===== src/rtl/calc2_port_responder.sv =====
// calc2 single-port responder: two-cycle tagged requests, a 2-stage add/sub pipe,
// an iterative shifter behind a small queue, and a merged response FIFO.
module calc2_port_responder #(
  parameter int SHQ_DEPTH = 4,
  parameter int RSP_DEPTH = 8
) (
  input  logic        c_clk,
  input  logic        reset,
  input  logic [3:0]  req_cmd_in,
  input  logic [31:0] req_data_in,
  input  logic [1:0]  req_tag_in,
  output logic [1:0]  out_resp,
  output logic [31:0] out_data,
  output logic [1:0]  out_tag,
  output logic        busy
);

  localparam int SHQ_AW = $clog2(SHQ_DEPTH);
  localparam int RSP_AW = $clog2(RSP_DEPTH);

  localparam logic [3:0] CMD_ADD = 4'd1;
  localparam logic [3:0] CMD_SUB = 4'd2;
  localparam logic [3:0] CMD_SHL = 4'd5;
  localparam logic [3:0] CMD_SHR = 4'd6;

  localparam logic [1:0] RESP_OK  = 2'd1;
  localparam logic [1:0] RESP_ERR = 2'd2;

  typedef enum logic {S_IDLE, S_OP2} fe_state_t;

  typedef logic [SHQ_AW-1:0] shq_ptr_t;
  typedef logic [SHQ_AW:0]   shq_cnt_t;
  typedef logic [RSP_AW-1:0] rsp_ptr_t;
  typedef logic [RSP_AW:0]   rsp_cnt_t;

  localparam shq_cnt_t SHQ_FULL = shq_cnt_t'(SHQ_DEPTH);

  typedef struct packed {
    logic        is_left;
    logic [31:0] val;
    logic [4:0]  amt;
    logic [1:0]  tag;
  } shq_entry_t;

  typedef struct packed {
    logic [1:0]  resp;
    logic [31:0] data;
    logic [1:0]  tag;
  } rsp_entry_t;

  // ---------------- front-end FSM ----------------
  fe_state_t   state, state_nxt;
  logic        lat_en, dispatch;
  logic [3:0]  lat_cmd;
  logic [31:0] lat_op1;
  logic [1:0]  lat_tag;

  // NOTE: sequential state uses non-blocking assignments so every register samples pre-edge values.
  always_ff @(posedge c_clk or negedge reset) begin
    if (!reset) state <= S_IDLE;
    else        state <= state_nxt;
  end

  // NOTE: every always_comb output gets a default first, so no path can infer a latch.
  always_comb begin
    state_nxt = state;
    case (state)
      S_IDLE: if (req_cmd_in != 4'd0) state_nxt = S_OP2;
      S_OP2:  state_nxt = S_IDLE;
      default: state_nxt = S_IDLE;
    endcase
  end

  always_comb begin
    lat_en   = 1'b0;
    dispatch = 1'b0;
    case (state)
      S_IDLE: lat_en   = (req_cmd_in != 4'd0);
      S_OP2:  dispatch = 1'b1;
      default: ;
    endcase
  end

  always_ff @(posedge c_clk or negedge reset) begin
    if (!reset) begin
      lat_cmd <= '0;
      lat_op1 <= '0;
      lat_tag <= '0;
    end else if (lat_en) begin
      lat_cmd <= req_cmd_in;
      lat_op1 <= req_data_in;
      lat_tag <= req_tag_in;
    end
  end

  // ---------------- dispatch ----------------
  shq_cnt_t shq_count;
  logic     is_shift, shq_push, pipe_push;

  assign is_shift  = (lat_cmd == CMD_SHL) || (lat_cmd == CMD_SHR);
  assign shq_push  = dispatch && is_shift && (shq_count != SHQ_FULL);
  assign pipe_push = dispatch && !shq_push;

  // ---------------- add/sub pipe ----------------
  logic        s1_valid, s1_rej;
  logic [3:0]  s1_cmd;
  logic [31:0] s1_op1, s1_op2;
  logic [1:0]  s1_tag;
  logic [1:0]  s1_resp;
  logic [31:0] s1_data;
  logic [32:0] s1_sum;
  logic        s2_valid;
  rsp_entry_t  s2_ent;

  always_ff @(posedge c_clk or negedge reset) begin
    if (!reset) begin
      s1_valid <= 1'b0;
      s1_rej   <= 1'b0;
      s1_cmd   <= '0;
      s1_op1   <= '0;
      s1_op2   <= '0;
      s1_tag   <= '0;
    end else begin
      s1_valid <= pipe_push;
      if (pipe_push) begin
        s1_rej <= is_shift;  // shift that found the queue full
        s1_cmd <= lat_cmd;
        s1_op1 <= lat_op1;
        s1_op2 <= req_data_in;
        s1_tag <= lat_tag;
      end
    end
  end

  assign s1_sum = {1'b0, s1_op1} + {1'b0, s1_op2};

  always_comb begin
    s1_resp = RESP_ERR;
    s1_data = '0;
    if (!s1_rej) begin
      case (s1_cmd)
        CMD_ADD: if (!s1_sum[32]) begin
          s1_resp = RESP_OK;
          s1_data = s1_sum[31:0];
        end
        CMD_SUB: if (s1_op2 <= s1_op1) begin
          s1_resp = RESP_OK;
          s1_data = s1_op1 - s1_op2;
        end
        default: ;
      endcase
    end
  end

  always_ff @(posedge c_clk or negedge reset) begin
    if (!reset) begin
      s2_valid <= 1'b0;
      s2_ent   <= '0;
    end else begin
      s2_valid <= s1_valid;
      if (s1_valid) s2_ent <= '{resp: s1_resp, data: s1_data, tag: s1_tag};
    end
  end

  // ---------------- shift queue ----------------
  // The executing entry stays at the head until its result is pushed, so it counts toward full.
  shq_entry_t shq_mem [SHQ_DEPTH];
  shq_ptr_t   shq_wr, shq_rd;
  shq_entry_t shq_head;
  logic       shq_pop;

  // NOTE: queue storage is not reset; pointers and counts alone define which entries are live.
  always_ff @(posedge c_clk) begin
    if (shq_push)
      shq_mem[shq_wr] <= '{is_left: (lat_cmd == CMD_SHL), val: lat_op1,
                          amt: req_data_in[4:0], tag: lat_tag};
  end

  always_ff @(posedge c_clk or negedge reset) begin
    if (!reset) begin
      shq_wr    <= '0;
      shq_rd    <= '0;
      shq_count <= '0;
    end else begin
      if (shq_push) shq_wr <= shq_wr + shq_ptr_t'(1);
      if (shq_pop)  shq_rd <= shq_rd + shq_ptr_t'(1);
      shq_count <= shq_count + shq_cnt_t'(shq_push) - shq_cnt_t'(shq_pop);
    end
  end

  assign shq_head = shq_mem[shq_rd];

  // ---------------- iterative shifter ----------------
  logic        sh_active, sh_is_left, sh_nop;
  logic [31:0] sh_val;
  logic [4:0]  sh_cnt;
  logic [1:0]  sh_tag;
  logic        push_a, push_s;

  always_ff @(posedge c_clk or negedge reset) begin
    if (!reset) begin
      sh_active  <= 1'b0;
      sh_is_left <= 1'b0;
      sh_nop     <= 1'b0;
      sh_val     <= '0;
      sh_cnt     <= '0;
      sh_tag     <= '0;
    end else if (!sh_active) begin
      if (shq_count != '0) begin
        sh_active  <= 1'b1;
        sh_is_left <= shq_head.is_left;
        sh_val     <= shq_head.val;
        sh_tag     <= shq_head.tag;
        // An amount of 0 still spends one cycle, just without moving the value.
        sh_nop     <= (shq_head.amt == '0);
        sh_cnt     <= (shq_head.amt == '0) ? 5'd1 : shq_head.amt;
      end
    end else if (sh_cnt != '0) begin
      sh_cnt <= sh_cnt - 5'd1;
      if (!sh_nop) sh_val <= sh_is_left ? {sh_val[30:0], 1'b0} : {1'b0, sh_val[31:1]};
    end else begin
      sh_active <= 1'b0;
    end
  end

  assign push_a  = s2_valid;
  assign push_s  = sh_active && (sh_cnt == '0);
  assign shq_pop = push_s;

  // ---------------- response FIFO ----------------
  rsp_entry_t rsp_mem [RSP_DEPTH];
  rsp_ptr_t   rsp_wr, rsp_rd, rsp_wr_s;
  rsp_cnt_t   rsp_count;
  logic       rsp_pop;

  // Same-cycle pushes: the add-pipe entry takes the lower slot and is answered first.
  assign rsp_wr_s = rsp_wr + rsp_ptr_t'(push_a);
  assign rsp_pop  = (rsp_count != '0);

  always_ff @(posedge c_clk) begin
    if (push_a) rsp_mem[rsp_wr] <= s2_ent;
    if (push_s) rsp_mem[rsp_wr_s] <= '{resp: RESP_OK, data: sh_val, tag: sh_tag};
  end

  always_ff @(posedge c_clk or negedge reset) begin
    if (!reset) begin
      rsp_wr    <= '0;
      rsp_rd    <= '0;
      rsp_count <= '0;
    end else begin
      rsp_wr    <= rsp_wr + rsp_ptr_t'(push_a) + rsp_ptr_t'(push_s);
      if (rsp_pop) rsp_rd <= rsp_rd + rsp_ptr_t'(1);
      rsp_count <= rsp_count + rsp_cnt_t'(push_a) + rsp_cnt_t'(push_s) - rsp_cnt_t'(rsp_pop);
    end
  end

  always_ff @(posedge c_clk or negedge reset) begin
    if (!reset) begin
      out_resp <= '0;
      out_data <= '0;
      out_tag  <= '0;
    end else if (rsp_pop) begin
      out_resp <= rsp_mem[rsp_rd].resp;
      out_data <= rsp_mem[rsp_rd].data;
      out_tag  <= rsp_mem[rsp_rd].tag;
    end else begin
      out_resp <= '0;
      out_data <= '0;
      out_tag  <= '0;
    end
  end

  assign busy = (state != S_IDLE) | s1_valid | s2_valid | (shq_count != '0)
              | sh_active | (rsp_count != '0);

endmodule


===== config.mk =====
export PLATFORM = sky130hd
export DESIGN_NAME = calc2_port_responder
export DESIGN_NICKNAME = d
export VERILOG_FILES = /design/src/rtl/calc2_port_responder.sv
export SDC_FILE = /design/constraint.sdc
export NUM_CORES = 1
export LEC_CHECK = 0
export BUFFER_PORTS_ARGS = -buffer_cell sky130_fd_sc_hd__buf_2
export CELL_PAD_IN_SITES_DETAIL_PLACEMENT = 1
export CELL_PAD_IN_SITES_GLOBAL_PLACEMENT = 1
export CORE_MARGIN = 8
export CORE_UTILIZATION = 37
export DETAILED_ROUTE_END_ITERATION = 10
export MAX_ROUTING_LAYER = met4
export PLACE_DENSITY_LB_ADDON = 0.1
export RECOVER_POWER = 50
export SLEW_MARGIN = 20
export SYNTH_ARGS = -nofsm -noshare
export SYNTH_HDL_FRONTEND = slang
export SYNTH_SLANG_ARGS = --single-unit

===== constraint.sdc =====
create_clock -name c_clk -period 4.4 [get_ports c_clk]
set_input_delay 0.44 -clock c_clk [delete_from_list [all_inputs] [get_ports c_clk]]
set_output_delay 0.44 -clock c_clk [all_outputs]
set_load 0.005 [all_outputs]

==> results of run 1 <==
final cells by class:
cell class,count,area [um^2],area share (%)
clock buffers,120,2296,5.994
clock inverters,29,175.2,0.4573
well taps,1243,1555,4.060
repair buffers,143,908.4,2.371
inverters,92,346.6,0.9048
flip-flops and latches,691,19380,50.60
multi-input cells,2077,13640,35.61
kinds of logic after synthesis:
| family | share of synthesized area, % |
|---|---|
| buf+inv | 4.196 |
| flops | 56.44 |
| fa+ha+maj | 3.208 |
| xor+xnor | 0.5358 |
| compound gates | 11.84 |
| simple gates | 12.75 |
| mux | 11.04 |
critical path, cell delays in order (launching register included):
cell,delay (ns)
dfrtp_1,0.38
inv_1,0.10
ha_1,0.21
or4b_1,0.48
or2_0,0.47
inv_1,0.28
nand2_1,0.39
nor2_4,0.66
buf_4,0.42
o21ai_0,0.16
power by group through the flow:
stage | Clock (uW) | Sequential, uW | Combinational (uW)
3_5_place_dp | 0 | 11000 | 10800
2_1_floorplan | 0 | 9310 | 8120
6_report | 6400 | 10800 | 10700
5_1_grt | 6820 | 11100 | 11700
4_1_cts | 6600 | 10800 | 10900
3_3_place_gp | 0 | 10800 | 10700
metal layers:
layer	wire, um	track usage, %	vias up
li1	-	-	11050
met2	53090	35.77	440
met4	2887	6.624	0
met5	0	-	-
met1	50180	28.93	12680
met3	3804	2.519	157
worst paths after layout:
| kind | to |
|---|---|
| max | rsp_mem[7][23] |
| min | s1_op2[31] |
| max reg2reg | rsp_mem[7][23] |
| min reg2reg | s1_tag[0] |
| max in group asynchronous | sh_active |
| min in group asynchronous | out_data[27] |
placed cells by master, fill, tap and decap left out, drive strengths merged, types with 80 or more instances in the layout:
| cell | instances |
|---|---|
| o21ai | 405 |
| edfxtp | 432 |
| inv | 95 |
| nor2 | 134 |
| ha | 80 |
| clkbuf | 171 |
| mux4 | 112 |
| nand2 | 797 |
| buf | 87 |
| dfrtp | 243 |
per-stage QoR:
step | utilization, % | hold slack [ns] | setup WS (ns)
CTS | 41.92 | 0.001492 | 0.6077
floorplan | - | 0.1444 | 0.6034
global route | 41.73 | 0.03983 | 0.3124
global placement | 39.17 | 0.4568 | 0.6983
detailed placement | 39.17 | 0.4662 | 0.6348
finish | 41.73 | 0.04608 | 0.5482
registers in the layout, summed over array words and instances, names as in the netlist, 3 cells and up:
| signal | flops |
|---|---|
| shq_mem | 160 |
| s1_op2 | 32 |
| rsp_wr | 3 |
| s2_ent | 36 |
| s1_op1 | 32 |
| out_data | 32 |
| s1_cmd | 4 |
| lat_op1 | 32 |
| sh_val | 32 |
| shq_count | 3 |
| rsp_count | 4 |
| sh_cnt | 5 |
| rsp_rd | 3 |
| rsp_mem | 288 |
| lat_cmd | 4 |
==> flow_summary.ini, run 1 <==
[sta]
clock-skew-final_ns = 0.01933
period_share_pct = 87.54
tightest_slew_ns = 2.131
slew_headroom_pct = -42.06
max_freq_mhz = 259.6
finalCriticalPeriod_ns = 3.852
final_hold_viol_count = 0
setup_tns_ns = 0
rsz0062_at_grt = false
setup_viol_count_final = 0
finalMaxSlewViolations = 168

[cells_and_area]
layout-drive-gt1-share_pct = 13.17
fillerInstances = 9855
nets = 3211
syn2layout_area_growth_pct = 11.60
final_area_um2 = 38310
insertedDiodeCount = 0
final_cells = 4395

[route]
wl_mm = 110.0
drtAntennaViolNets = 0
drc = 0
drtIter0Drc = 1815
vias_per_cell = 5.534
dr.pass1.iters = 5
post_drt_wl_per_cell_um = 25.02
vias = 24320

[synth]
netlist_instances = 3127
synth_cell_types = 92
syn-num-nets = 3252
yosys_warnings = 0
avgSynthCellArea_um2 = 10.98
ys_async_sr_fraction_pct = 35.17
synthFlopType = edfxtp_1
yosys.area.top_type = edfxtp_1
synth_area_leaders = edfxtp_1 (38%), dfrtp_1 (18%), nand2_1 (8.7%), mux4_2 (7.3%), o21ai_0 (5.8%)
yosysSeqAreaShare_pct = 56.44
syn-cell-area_um2 = 34330
yosys_register_bits = 691
synth_commonest_cells = nand2_1 (796), edfxtp_1 (432), o21ai_0 (398), dfrtp_1 (243), clkbuf_1 (185)
synth_edf_count = 432
synth_most_common_cell = nand2_1
synth_top_area_share_pct = 37.79

[grt]
antenna_found_initial = 8
gr-usage-all-layers_pct = 21.97
grt_pass1_vias = 26250
grt-ovfl-total = 0
grt_pass1_wl_mm = 168.8
grt_max_degree = 74

[min_path]
holdCritStartpoint = req_data_in[31]
timing.hold.worst.class = in2reg
hold_depth = 3

[die]
die_h_um = 320.6
initial_core_util_pct = 37.39
fp-row-count = 111
die_x_um = 320.6
die_area_um2 = 102800
core_area_um2 = 91800
ios = 77

[status]
status = finished with violations
failed_checks = max-capacitance violations, max-slew violations

[power_and_ir_drop]
combPwrFrac_pct = 38.2
power_switching_uw = 11510
p_total_uw = 27870
switching_share_pct = 41.31
p_seq_share_pct = 38.8
p_int_uw = 16360
clkPwrFrac_pct = 23.0
p_leak_uw = 0.01398
p_per_area_nw_per_um2 = 727.5
peakVddDrop_mv = 0.3649

[setup_path]
timing.rr.start = sh_cnt[0]
cp_data_required_time_ns = 4.77
regToRegSetupSlack_ns = 0.55
ff2ff_path_depth = 9
cp-end-kind = flop
critPathLaunch = sh_cnt[0]
criticalPathCategory = reg2reg
critPathMaxFanout = 27
critical_path_arrival_ns = 4.22
crit_path_start_kind = flop

[clock_network]
cts_setup_buffers = 0
cts.sinks = 691
cts_buffers = 81
ctsHoldBuffers = 5
cts.clk_slew.worst_paths_ns = 0.06
clockRootBuffer = clkbuf_16
cts_tree = done
htreeDepth = 3
clock_path_buffers = 3
clkLatencyLatePin_ns = 0.64
cts_resized = 0

[place]
hpwl_mm = 74.24
gp_congestion = 0.8869
io_buffers = 76
placed_cells = 4241
placed_cell_area_um2 = 35960

[flow_run]
cap_violations = 5
(Power assumes the default switching activity.)
==> run 2: changes to the inputs <==
- BUFFER_PORTS_ARGS: -buffer_cell sky130_fd_sc_hd__buf_2 -> -buffer_cell sky130_fd_sc_hd__clkbuf_2
- CORE_UTILIZATION: 37 -> 51
==> run 2 against run 1 <==
The run still ends with max-capacitance violations, max-slew violations left. Clock skew fell by 0.0026 ns. Via count rose by 2.7%. Clock power barely moved. Cell count fell by 8.6%. Register-to-register slack got worse by 0.15 ns. Setup slack got worse by 0.15 ns. Combinational power barely moved. First-iteration DRC count rose by 3.9%. Critical path depth did not move. Total power fell by 0.27%.
==> flow_summary.ini, run 2 (same netlist as run 1, synthesis figures left out) <==
[sta]
finalCriticalPeriod_ns = 3.997
rsz0062_at_grt = false
tightest_slew_ns = 2.047
clock-skew-final_ns = 0.01670
max_freq_mhz = 250.2
setup_viol_count_final = 0
period_share_pct = 90.85
setup_ws_ns = 0.4026
slew_headroom_pct = -36.49
final_hold_viol_count = 0
setup_tns_ns = 0
finalMaxSlewViolations = 351

[route]
drtIter0Drc = 1886
vias_per_cell = 6.215
vias = 24970
dr.pass1.iters = 5
drc = 0
drtAntennaViolNets = 0
post_drt_wl_per_cell_um = 26.69
wl_mm = 107.2

[setup_path]
criticalPathCategory = reg2reg
crit_path_start_kind = flop
critical_path_arrival_ns = 4.31
cp-end-kind = flop
critPathMaxFanout = 70
cp_data_required_time_ns = 4.71

[cells_and_area]
utilization_pct = 56.52
top_register = rsp_mem
final_common_cell = nand2_1
layout-drive-gt1-share_pct = 13.20
reg_top3 = rsp_mem (288), shq_mem (160), s2_ent (36)
fillerInstances = 6938
layout_common_cells = nand2_1 (796), edfxtp_1 (432), o21ai_0 (397)
nets = 3206
largest_reg_flops = 288
syn2layout_area_growth_pct = 10.20
final_cells = 4018

[grt]
grt_max_degree = 87
grt_pass1_wl_mm = 164.1
antenna_found_initial = 4
gr-usage-all-layers_pct = 29.37
grt-ovfl-total = 0
grt_pass1_vias = 26960

[power_and_ir_drop]
peakVddDrop_mv = 0.4806
p_total_uw = 27790
p_seq_share_pct = 39.0
switching_share_pct = 40.84
clkPwrFrac_pct = 22.9
p_int_uw = 16440
power_switching_uw = 11350
combPwrFrac_pct = 38.0
p_per_area_nw_per_um2 = 734.8
p_leak_uw = 0.01399

[place]
dp_slack_ns = 0.7019
io_buffers = 76
gp_congestion = 0.8888
hpwl_mm = 70.91
placed_cells = 3874

[status]
failed_checks = max-capacitance violations, max-slew violations
status = finished with violations

[clock_network]
clkLatencyLatePin_ns = 0.62
clockRootBuffer = clkbuf_16
cts.sinks = 691
cts_setup_buffers = 0
cts_buffers = 77
cts_tree = done
htreeDepth = 3
cts.clk_slew.worst_paths_ns = 0.06
clock_path_buffers = 3

[die]
fp-row-count = 95
initial_core_util_pct = 51.29
core_area_um2 = 66920
die_x_um = 275.4
ios = 77
die_area_um2 = 75860
die_h_um = 275.4

[min_path]
timing.hold.worst.class = in2reg

[flow_run]
cap_violations = 10
==> run 2: cell types whose count changed in the layout (fill, tap and decap cells not counted), moves of 5 or more <==
cell and delta:
clkbuf_2 +41, clkinv_2 -6, buf_4 +6, buf_2 -41, nor2_4 -5, nor2_2 +5
==> run 2: worst paths after layout <==
kind / from / end / slack, ns / depth (start not counted)
setup / recovery: sh_cnt[0] / rsp_mem[5][19] / 0.40 / 9
hold / removal: req_data_in[26] / s1_op2[26] / 0.05 / 3
setup reg to reg: sh_cnt[0] / rsp_mem[5][19] / 0.40 / 9
hold reg to reg: s1_tag[0] / s1_tag[0] / 0.48 / 2
max in group asynchronous: reset / sh_is_left / 1.00 / 3
min in group asynchronous: reset / out_data[27] / 0.93 / 2
==> run 2: power groups by stage <==
stage / Clock [uW] / Sequential (uW) / Combinational [uW]
after floorplan: 0 / 9310 / 8120
after global placement: 0 / 10800 / 10300
after detailed placement: 0 / 10900 / 10600
after CTS: 6470 / 10800 / 10700
after global routing: 6690 / 11000 / 11500
final: 6380 / 10800 / 10600
==> run 2: final cells by class <==
class                           count  area (um^2)  area share, %
Sequential cell                   691        19380          51.24
Multi-Input combinational cell   2077        13620          36.00
Clock buffer                      118         2226          5.885
Tap cell                          873         1092          2.888
Timing Repair Buffer              142        925.9          2.448
Inverter                           92        346.6         0.9163
Clock inverter                     24        231.5         0.6120
Antenna cell                        1        2.502       0.006616
==> run 2: per-layer routing <==
| layer | vias to the layer above | GRT usage, % | part of all wire [%] |
|---|---|---|---|
| met4 | 0 | 8.988 | 2.9 |
| met2 | 731 | 48.33 | 49 |
| li1 | 11040 | - | - |
| met5 | - | - | 0 |
| met3 | 237 | 3.300 | 4.9 |
| met1 | 12970 | 38.41 | 43 |
==> run 2: through the flow <==
step           hold WS, ns  area [um^2]
3_5_place_dp        0.4564        35520
2_1_floorplan       0.1444        34330
4_1_cts            0.01862        37980
6_report           0.05097        37830
3_3_place_gp        0.4467        35510
5_1_grt            0.05403        37820
==> run 2: critical path, stage by stage (launching register included) <==
cell     delay [ns]
dfrtp_1        0.40
inv_1          0.11
ha_1           0.19
or4b_1         0.45
or2_0          0.55
inv_2          0.33
nand2_1        0.41
nor3_4         0.25
buf_4          0.72
o21ai_0        0.26
==> run 2: repair_timing <==
item	in CTS	in global routing
hold buffers	1	0
endpoints found under the hold margin	65	0
gates resized for setup	0	0
==> run 3: changes to the inputs <==
- CELL_PAD_IN_SITES_DETAIL_PLACEMENT: 1 -> 0
==> run 3 against run 2 <==
Via count is 4.3% lower. Sequential share of layout area is 0.11 points lower. Utilization is 0.12 points higher. Sequential power hardly changed. Critical path depth is 2 lower. Hold slack worse by 0.010 ns. Setup slack better by 0.099 ns. The run still ends with max-capacitance violations, max-slew violations left. First-iteration DRC count is 19% higher. Critical path type unchanged. Final area is 0.21% higher. Clock power is 0.6% higher. Count of clock-buffer cells in the layout is 8 lower. Maximum frequency is 2.5% higher. Highest routed layer unchanged.
==> flow_summary.ini, run 3 (same netlist as run 1, synthesis figures left out) <==
[grt]
grt_pass1_vias = 23940
grt-ovfl-total = 0
antenna_found_initial = 5
gr-usage-all-layers_pct = 27.12
grt_pass1_wl_mm = 150.3
grt_max_degree = 87

[flow_run]
cap_violations = 10

[min_path]
timing.hold.worst.class = in2reg

[power_and_ir_drop]
combPwrFrac_pct = 37.6
clkPwrFrac_pct = 23.3
peakVddDrop_mv = 0.4286
switching_share_pct = 40.29
power_switching_uw = 11090
p_leak_uw = 0.01405
p_int_uw = 16440
p_per_area_nw_per_um2 = 726.3
p_seq_share_pct = 39.1

[route]
drtAntennaViolNets = 0
met2_length_mm = 47.47
dr_wl_met3_mm = 6.334
dr.pass1.iters = 5
wl_mm = 99.19
drc = 0
post_drt_wl_per_cell_um = 24.69
vias = 23900
routed.top_layer = met4
vias_per_cell = 5.950
drt-met1-wl_mm = 42.89
drtIter0Drc = 2246

[clock_network]
clkLatencyLatePin_ns = 0.63
clockRootBuffer = clkbuf_16
cts_tree = done
htreeDepth = 3
cts_buffers = 76
cts.sinks = 691
clock_path_buffers = 3
cts.clk_slew.worst_paths_ns = 0.06

[setup_path]
critPathMaxFanout = 22
cp-end-kind = flop
ff2ff_path_depth = 7
endpoint = rsp_mem[2][29]
crit_path_start_kind = flop
r2r_end = rsp_mem[2][29]
cp_data_required_time_ns = 4.72
critPathLaunch = push_a
regToRegSetupSlack_ns = 0.50
timing.rr.start = push_a
critical_path_arrival_ns = 4.21
criticalPathCategory = reg2reg

[sta]
max_freq_mhz = 256.5
clock-skew-final_ns = 0.01347
final_hold_viol_count = 0
rsz0062_at_grt = false
holdWs_ns = 0.04072
period_share_pct = 88.60
finalCriticalPeriod_ns = 3.898
setup_viol_count_final = 0
setup_tns_ns = 0
slew_headroom_pct = -32.87
finalMaxSlewViolations = 351
tightest_slew_ns = 1.993
setup_ws_ns = 0.5017

[die]
core_area_um2 = 66920
die_h_um = 275.4
fp-row-count = 95
ios = 77
die_area_um2 = 75860
die_x_um = 275.4
initial_core_util_pct = 51.29

[cells_and_area]
final_common_cell = nand2_1
utilization_pct = 56.64
reg_top3 = rsp_mem (288), shq_mem (160), s2_ent (36)
top_register = rsp_mem
layout-drive-gt1-share_pct = 13.87
syn2layout_area_growth_pct = 10.43
layout_common_cells = nand2_1 (795), edfxtp_1 (432), o21ai_0 (397)
insertedDiodeCount = 0
fillerInstances = 5740
largest_reg_flops = 288
nets = 3205

[place]
hpwl_mm = 64.85
dp_slack_ns = 0.7723
gp_congestion = 0.8888
io_buffers = 76

[status]
status = finished with violations
failed_checks = max-capacitance violations, max-slew violations
[run 3: what timing repair did]
item,in CTS,in global routing
resized for setup,0,0
hold buffers,1,0
buffers inserted,0,0
hold endpoints to repair,65,0
[run 3: critical path, cell delays in order, from the launching register on]
cell and delay, ns:
dfrtp_1 0.49, ha_1 0.25, ha_1 0.21, xnor2_1 0.62
nand2_1 0.36, nor3_1 0.27, or2_0 1.07, buf_12 0.31
[run 3: power groups by stage]
stage / Combinational [uW] / Clock (uW) / Sequential (uW)
global route: 11300 / 6780 / 11000
finish: 10300 / 6420 / 10800
floorplan: 8120 / 0 / 9310
global placement: 10300 / 0 / 10800
CTS: 10400 / 6550 / 10700
detailed placement: 10400 / 0 / 10900
[run 3: through the flow]
| stage | std cells | power [uW] | area (um^2) |
|---|---|---|---|
| 3_5_place_dp | 3874 | 21240 | 35520 |
| 2_1_floorplan | 3127 | 17430 | 34330 |
| 6_report | 4017 | 27530 | 37900 |
| 3_3_place_gp | 3874 | 21100 | 35510 |
| 4_1_cts | 4017 | 27710 | 38060 |
| 5_1_grt | 4017 | 29080 | 37900 |
[run 3: routing by layer]
metal | up-vias | track usage [%]
met5 | - | -
met4 | 0 | 6.982
met3 | 157 | 4.227
met2 | 799 | 43.22
met1 | 11920 | 36.45
li1 | 11030 | -
[run 3: final cells by class]
cell class / count / area [um^2] / area share (%)
repair buffers: 142 / 934.6 / 2.466
multi-input cells: 2077 / 13620 / 35.92
inverters: 92 / 346.6 / 0.9144
flip-flops and latches: 691 / 19380 / 51.14
well taps: 873 / 1092 / 2.882
clock inverters: 32 / 350.3 / 0.9243
clock buffers: 110 / 2182 / 5.757
[run 3: worst min path at each step]
stage	startpoint	endpoint	slack, ns	cells after the start
floorplan	reset	lat_cmd[0]	0.14	0
global placement	reset	out_data[27]	0.45	1
detailed placement	reset	out_data[27]	0.46	1
CTS	req_tag_in[0]	lat_tag[0]	0.009	2
global route	req_tag_in[0]	lat_tag[0]	0.03	2
finish	req_data_in[26]	s1_op2[26]	0.04	3
